**config.mk**
```make
export PLATFORM = sky130hd
export DESIGN_NAME = alu_rot_pipe
export DESIGN_NICKNAME = d
export VERILOG_FILES = /design/src/rtl/alu_rot_pkg.sv /design/src/rtl/alu_rot_stage.sv /design/src/rtl/alu_rot_pipe.sv
export SDC_FILE = /design/constraint.sdc
export NUM_CORES = 1
export LEC_CHECK = 0
export BUFFER_PORTS_ARGS = -buffer_cell sky130_fd_sc_hd__clkbuf_2
export CAP_MARGIN = 20
export CORE_MARGIN = 2
export CORE_UTILIZATION = 58
export DETAILED_ROUTE_END_ITERATION = 8
export PLACE_DENSITY = 0.8
export REMOVE_ABC_BUFFERS = 1
export SLEW_MARGIN = 5
export SYNTH_ARGS = -nofsm -noshare
export SYNTH_HDL_FRONTEND = slang
export SYNTH_HIERARCHICAL = 1
export SYNTH_SLANG_ARGS = --single-unit
```
**constraint.sdc**
```tcl
create_clock -name clk -period 3.2 [get_ports clk]
set_clock_uncertainty 0.15 [all_clocks]
set_input_delay 0.64 -clock clk [delete_from_list [all_inputs] [get_ports clk]]
set_output_delay 0.64 -clock clk [all_outputs]
set_load 0.01 [all_outputs]
```
**src/rtl/alu_rot_pkg.sv**
```systemverilog
// Shared definitions for the pipelined rotate/shift unit: op encoding and the
// amount reduction used by both the datapath and its reference model.
package alu_rot_pkg;

    typedef logic [2:0] op_t;

    localparam op_t OP_ROL = 3'd0;
    localparam op_t OP_ROR = 3'd1;
    localparam op_t OP_SHL = 3'd2;
    localparam op_t OP_SHR = 3'd3;
    localparam op_t OP_ASR = 3'd4;

    // Amounts are $clog2(w) bits wide, so they never reach 2*w and a single
    // conditional subtract is a complete mod-w reduction.
    function automatic int unsigned mod_w(input int unsigned n, input int unsigned w);
        return (n >= w) ? n - w : n;
    endfunction

endpackage

```
**src/rtl/alu_rot_stage.sv**
```systemverilog
// One conditional barrel stage: moves the word by DIST positions when enabled,
// direction and fill chosen by the op code.
module alu_rot_stage
    import alu_rot_pkg::*;
#(
    parameter int unsigned W    = 7,
    parameter int unsigned DIST = 1
) (
    input  logic [W-1:0] d_in,
    input  logic         en,
    input  op_t          op,
    input  logic         fill,
    output logic [W-1:0] d_out
);

    always_comb begin
        d_out = d_in;
        if (en) begin
            case (op)
                OP_ROL:         d_out = {d_in[W-DIST-1:0], d_in[W-1:W-DIST]};
                OP_ROR:         d_out = {d_in[DIST-1:0], d_in[W-1:DIST]};
                OP_SHL:         d_out = {d_in[W-DIST-1:0], {DIST{1'b0}}};
                OP_SHR, OP_ASR: d_out = {{DIST{fill}}, d_in[W-1:DIST]};
                default:        d_out = d_in;
            endcase
        end
    end

endmodule

```
**src/rtl/alu_rot_pipe.sv**
```systemverilog
// Two-stage valid/ready rotate/shift unit (ROL/ROR/SHL/SHR/ASR), 2-cycle latency.
// Optional carry/zero flags are enabled by defining ALU_ROT_FLAGS_EN.
module alu_rot_pipe
    import alu_rot_pkg::*;
#(
    parameter  int unsigned W  = 7,
    localparam int unsigned NW = $clog2(W)
) (
    input  logic          clk,
    input  logic          rst_n,
    input  logic          in_valid,
    output logic          in_ready,
    input  logic [W-1:0]  in_a,
    input  logic [NW-1:0] in_n,
    input  op_t           in_op,
    output logic          out_valid,
    input  logic          out_ready,
`ifdef ALU_ROT_FLAGS_EN
    output logic          out_c,
    output logic          out_z,
`endif
    output logic [W-1:0]  out_r
);

    logic          s1_valid_q, s1_valid_d;
    logic [W-1:0]  s1_a_q, s1_a_d;
    op_t           s1_op_q, s1_op_d;
    logic [NW-1:0] s1_n_q, s1_n_d;
    logic          s1_sat_q, s1_sat_d;

    logic          s2_valid_q, s2_valid_d;
    logic [W-1:0]  s2_r_q, s2_r_d;

    logic          s1_en, s2_en;
    logic          fill;
    logic [W-1:0]  result;
    logic [NW:0][W-1:0] stg;

    assign s2_en    = !s2_valid_q || out_ready;
    assign s1_en    = !s1_valid_q || s2_en;
    assign in_ready = s1_en;

    // Reserved ops and saturated shifts leave the amount at zero so the
    // barrel passes the operand straight through.
    always_comb begin
        s1_valid_d = s1_valid_q;
        s1_a_d     = s1_a_q;
        s1_op_d    = s1_op_q;
        s1_n_d     = s1_n_q;
        s1_sat_d   = s1_sat_q;
        if (s1_en) begin
            s1_valid_d = in_valid;
            if (in_valid) begin
                s1_a_d   = in_a;
                s1_op_d  = in_op;
                s1_n_d   = '0;
                s1_sat_d = 1'b0;
                case (in_op)
                    OP_ROL, OP_ROR: s1_n_d = NW'(mod_w(32'(in_n), W));
                    OP_SHL, OP_SHR, OP_ASR: begin
                        if (32'(in_n) >= W) s1_sat_d = 1'b1;
                        else                s1_n_d   = in_n;
                    end
                    default: s1_n_d = '0;
                endcase
            end
        end
    end

    assign fill   = (s1_op_q == OP_ASR) ? s1_a_q[W-1] : 1'b0;
    assign stg[0] = s1_a_q;

    for (genvar k = 0; k < NW; k++) begin : g_stage
        alu_rot_stage #(.W(W), .DIST(2**k)) u_stage (
            .d_in  (stg[k]),
            .en    (s1_n_q[k]),
            .op    (s1_op_q),
            .fill  (fill),
            .d_out (stg[k+1])
        );
    end

    always_comb begin
        result = stg[NW];
        if (s1_sat_q) begin
            case (s1_op_q)
                OP_ASR:  result = {W{s1_a_q[W-1]}};
                default: result = '0;
            endcase
        end
    end

`ifdef ALU_ROT_FLAGS_EN
    logic          s2_c_q, s2_c_d;
    logic          s2_z_q, s2_z_d;
    logic          carry;
    logic [NW-1:0] idx_l, idx_r;
    logic          n_nz;

    assign n_nz  = |s1_n_q;
    assign idx_l = NW'(W - 32'(s1_n_q));
    assign idx_r = s1_n_q - NW'(1);

    always_comb begin
        carry = 1'b0;
        case (s1_op_q)
            OP_ROL: carry = n_nz ? s1_a_q[idx_l] : 1'b0;
            OP_ROR: carry = n_nz ? s1_a_q[idx_r] : 1'b0;
            OP_SHL: carry = s1_sat_q ? s1_a_q[W-1] : (n_nz ? s1_a_q[idx_l] : 1'b0);
            OP_SHR: carry = s1_sat_q ? 1'b0        : (n_nz ? s1_a_q[idx_r] : 1'b0);
            OP_ASR: carry = s1_sat_q ? s1_a_q[W-1] : (n_nz ? s1_a_q[idx_r] : 1'b0);
            default: carry = 1'b0;
        endcase
    end
`endif

    always_comb begin
        s2_valid_d = s2_valid_q;
        s2_r_d     = s2_r_q;
`ifdef ALU_ROT_FLAGS_EN
        s2_c_d     = s2_c_q;
        s2_z_d     = s2_z_q;
`endif
        if (s2_en) begin
            s2_valid_d = s1_valid_q;
            if (s1_valid_q) begin
                s2_r_d = result;
`ifdef ALU_ROT_FLAGS_EN
                s2_c_d = carry;
                s2_z_d = (result == '0);
`endif
            end
        end
    end

    always_ff @(posedge clk or negedge rst_n) begin
        if (!rst_n) begin
            s1_valid_q <= 1'b0;
            s1_a_q     <= '0;
            s1_op_q    <= '0;
            s1_n_q     <= '0;
            s1_sat_q   <= 1'b0;
            s2_valid_q <= 1'b0;
            s2_r_q     <= '0;
        end else begin
            s1_valid_q <= s1_valid_d;
            s1_a_q     <= s1_a_d;
            s1_op_q    <= s1_op_d;
            s1_n_q     <= s1_n_d;
            s1_sat_q   <= s1_sat_d;
            s2_valid_q <= s2_valid_d;
            s2_r_q     <= s2_r_d;
        end
    end

`ifdef ALU_ROT_FLAGS_EN
    always_ff @(posedge clk or negedge rst_n) begin
        if (!rst_n) begin
            s2_c_q <= 1'b0;
            s2_z_q <= 1'b0;
        end else begin
            s2_c_q <= s2_c_d;
            s2_z_q <= s2_z_d;
        end
    end

    assign out_c = s2_c_q;
    assign out_z = s2_z_q;
`endif

    assign out_valid = s2_valid_q;
    assign out_r     = s2_r_q;

endmodule

```
## Word-level counts from Yosys, hierarchy flattened

Cells that the tools add are included.

- Add/sub/neg operators: 1
- Order comparisons: 1
- Equal/unequal tests: 8
- Mux-type cells: 14
- Reductions and logical operators: 11

Operator list:

| kind | count |
|---|---|
| 7-bit one-hot mux with 4 select lines | 3 |
| 7-bit two-way mux | 5 |
| 3-bit by 2-bit == test with 1-bit output (second input constant) | 4 |
| 3-bit by 1-bit == test with 1-bit output (second input constant) | 2 |
| 3-bit == test (second input constant) | 2 |
| 3-bit logical NOT | 2 |
| 3-bit two-way mux | 2 |
| 3-bit one-hot mux with 2 select lines | 1 |
| 2-bit AND reduction | 2 |
| 2-bit OR reduction | 2 |
| 3-bit >= comparator (second input constant) | 1 |
| 1-bit two-way mux | 3 |
| 3-bit OR reduction | 1 |
| 3-bit subtractor (second input constant) | 1 |
| 1-bit logical NOT | 2 |
| 1-bit logical OR | 2 |

- Bits in registers: 23
- Output and inout bits: 9

## Longest topological paths before layout

- Word-level depth: 9
- Mapped depth: 12
- Gate-level depth less buffers: 11

## Cells and area by module

Netlist, hierarchy kept.

By module, submodules not included:

| module | times used | cells an instance | area an instance (µm²) | sequential area each (µm²) |
|---|---|---|---|---|
| alu_rot_pipe | 1 | 96 | 1,143.6 | 575.6 |
| alu_rot_stage at g_stage[2].u_stage | 1 | 39 | 256.5 | 0.0 |
| alu_rot_stage at g_stage[1].u_stage | 1 | 41 | 255.2 | 0.0 |
| alu_rot_stage at g_stage[0].u_stage | 1 | 39 | 240.2 | 0.0 |

## Least setup slack after synthesis

No wires, ideal clock.

- Path kind: reg2reg
- From: reg s1_op_q[1]
- To: reg s2_r_q[4], in the netlist out_r[4]
- Library setup time: 77 ps
- Data arrival time: 2,277 ps
- Required time: 2,973 ps
- Slack: 696 ps
- Stages on the path, launching flop included: 12
- Buffers on the path: 1
- Clock period less this slack: 2,504 ps
- Cells stage by stage: dfrtp_1 > nor4bb_1 > buf_2 > o21ai_1 > a41oi_1 > nand2_1 > a31oi_1 > nand3b_1 > a21oi_1 > o22a_1 > mux2i_1 > a21oi_1

RTL lines:

| element | RTL line | source |
|---|---|---|
| from (decl) | alu_rot_pipe.sv:27 | `op_t s1_op_q, s1_op_d;` |
| from (signal assigned) | alu_rot_pipe.sv:148 | `s1_op_q <= s1_op_d;` |
| to (signal assigned) | alu_rot_pipe.sv:152 | `s2_r_q <= s2_r_d;` |
| to (decl) | alu_rot_pipe.sv:32 | `logic [W-1:0] s2_r_q, s2_r_d;` |

==> results.sh <==
export IMPL_grt_pass1_wl_mm=7.086
export IMPL_synth_top_cell_area_share_pct=30.36
export IMPL_synthTopCellsByArea="dfrtp_1, a21oi_1, mux2_4"
export IMPL_fin_nets=255
export IMPL_drtIter0Drc=66
export IMPL_fin_tns_setup_ns=0
export IMPL_dr_pass1_iters=4
export IMPL_cts_sinks=23
export IMPL_dp_hpwl_mm=3.197
export IMPL_yosys_warnings=6
export IMPL_fin_total_pwr_w=0.001079
export IMPL_synth_most_common_cell="a21oi_1"
export IMPL_relSlewSlack_pct=58.76
export IMPL_worstMarginPinSlew_ns=0.6187
export IMPL_cts_buffer_depth=2
export IMPL_syn_avg_cell_area_um2=8.817
export IMPL_yosysSeqAreaShare_pct=30.36
export IMPL_grt_overflow=0
export IMPL_syn_cell_area_mm2=0.001896
export IMPL_postLayoutCoreUtil_pct=65.94
export IMPL_fillCellCount=276
export IMPL_syn_instance_count=215
export IMPL_seq_area_um2=576.8
export IMPL_finalHoldViolCount=0
export IMPL_numPortBuffers=25
export IMPL_wl_mm=4.157
export IMPL_dpl_cell_area_mm2=0.001994
export IMPL_start_kind="flip-flop"
export IMPL_die_height_um=61.17
export IMPL_clk_pin_slew_worst_paths_ns=0.12
export IMPL_ir_drop_uv=269.4
export IMPL_async_flop_share_pct=100.0
export IMPL_fmaxAchievable_mhz=337.2
export IMPL_hold_class="in2async"
export IMPL_cts_root_buf="clkbuf_4"
export IMPL_grtUsageTotal_pct=25.08
export IMPL_path_class="reg2reg"
export IMPL_ys_types=44
export IMPL_ant_nets=0
export IMPL_cts_tree="done"
export IMPL_antenna_found_initial=0
export IMPL_drc_errors=0
export IMPL_period_share_pct=92.67
export IMPL_vias_per_cell=6.079
export IMPL_vias=1690
export IMPL_routedWlPerCell_um=14.95
export IMPL_pwr_density_cell_mw_per_mm2=531.5
export IMPL_cap_violations=0
export IMPL_synth_edf_count=0
export IMPL_finalWeightedCongestion=0.8896
export IMPL_finalSetupViolCount=0
export IMPL_core_mm2=0.003078
export IMPL_ys_ff_latch=23
export IMPL_grt_max_degree=24
export IMPL_h_tree_depth=1
export IMPL_die_area_mm2=0.003742
export IMPL_period_needed_ns=2.966
export IMPL_worstPathMaxFanout=17
export IMPL_rsz0062_at_grt="no"
export IMPL_cts_made_buffers=3
export IMPL_worstPathArrival_ns=3.05
export IMPL_io_pins=26
export IMPL_multi_input_area_mm2=0.001211
export IMPL_core_rowCount=20
export IMPL_cts_setup_buffers=0
export IMPL_area_delta_synth_final_pct=7.063
export IMPL_outcome="completed"
export IMPL_whs_ns=0.1463
export IMPL_n_antenna_cell=0
export IMPL_synthTopCellsByCount="a21oi_1, dfrtp_1, nand2_1"
export IMPL_start_util_pct=61.59
export IMPL_crit_path_end_kind="flip-flop"
export IMPL_critPathRequiredTime_ns=3.28
export IMPL_fin_area_mm2=0.002029
export IMPL_synth_flop_cell="dfrtp_1"
export IMPL_cts_hold_buffers=0
export IMPL_grt_pass1_vias=1529
export IMPL_final_layout_size_suffix_gt1_share_pct=24.79
export IMPL_final_max_slew_violation_count=0
export IMPL_yosys_area_top_type="dfrtp_1"
export IMPL_p_leak_nw=0.8304
export IMPL_clock_latency_ns=0.30
export IMPL_die_x_um=61.17
power by group:
| part | internal (W) | total (W) | switching (W) |
|---|---|---|---|
| clock network | 0.0000466 | 0.000128 | 0.0000814 |
| registers | 0.000350 | 0.000433 | 0.0000834 |
| logic | 0.000239 | 0.000517 | 0.000278 |
| total | 0.000635 | 0.00108 | 0.000443 |
through the flow:
step	setup slack, ns	instances
floorplan	-0.09016	201
global placement	0.3577	274
detailed placement	0.2553	274
CTS	0.2264	278
global route	0.02517	278
finish	0.2345	278
critical path, stage by stage, from the launching register on:
cell and delay [ns]:
dfrtp_1 0.76, and2b_1 0.31, o21ai_1 0.10, a31oi_1 0.39, nand3b_1 0.12, a21oi_1 0.20, o22a_1 0.22, mux2i_1 0.08
nor3_1 0.17, o22a_1 0.17, mux2i_1 0.06, a21oi_1 0.16
repair_timing:
item	4_1_cts	5_1_grt
gates resized for setup	0	2
setup endpoints to repair	0	4
endpoints found under the hold margin	0	0
layout make-up:
| class | instances | area share, % |
|---|---|---|
| multi-input combinational | 177 | 59.68 |
| sequential | 23 | 28.42 |
| timing repair buffer | 29 | 7.645 |
| tap | 44 | 2.713 |
| clock buffer | 3 | 1.110 |
| clock inverter | 1 | 0.2466 |
| inverter | 1 | 0.1850 |
path summary, 6_finish.rpt:
check	cells after the start	endpoint	from	slack, ns
worst min-delay path	1	s1_a_q[4]$_DFFE_PN0P_	rst_n	0.15
min in group clk	2	out_r[2]$_DFFE_PN0P_	out_r[2]$_DFFE_PN0P_	0.40
worst max register to register	11	out_r[3]$_DFFE_PN0P_	s1_op_q[0]$_DFFE_PN0P_	0.23
max in group asynchronous	1	s1_op_q[2]$_DFFE_PN0P_	rst_n	2.36
worst max-delay path	11	out_r[3]$_DFFE_PN0P_	s1_op_q[0]$_DFFE_PN0P_	0.23
worst min register to register	2	out_r[2]$_DFFE_PN0P_	out_r[2]$_DFFE_PN0P_	0.40
flip-flops by register name, indices dropped and copies added, names as in the netlist:
name        count
s1_op_q         3
s1_valid_q      1
s1_sat_q        1
s1_n_q          3
out_r           7
s1_a_q          7
out_valid       1
cells in the final DEF (no fill, tap or decap), drive strengths merged, types with 5 or more instances in the layout:
cell | synthesis | routed
o21ai | 21 | 21
dfrtp | 23 | 23
nand2 | 18 | 18
mux2 | 10 | 10
clkbuf | 2 | 28
nand2b | 8 | 8
nand3b | 6 | 6
nor2 | 5 | 5
a21oi | 39 | 39
o22a | 6 | 6
a31oi | 16 | 16
mux2i | 8 | 8
and2 | 5 | 5
per-layer routing:
metal | share of wire (%) | GRT usage (%) | up-vias
met1 | 49 | 37.48 | 802
met4 | 0.63 | 7.764 | 0
met5 | 0 | 0 | -
met2 | 46 | 37.99 | 39
li1 | - | - | 845
met3 | 4.0 | 3.151 | 4
kinds of logic after synthesis:
group	after synthesis	synth area share (%)
buffers and inverters	15	6.072
AND/OR/NAND/NOR	66	22.05
AO/OA/AOI/OAI	90	27.99
adder cells (fa/ha/maj)	3	1.980
flip-flops	23	30.36
multiplexers	18	11.55
No activity file was read; power rests on OpenSTA's default activity.
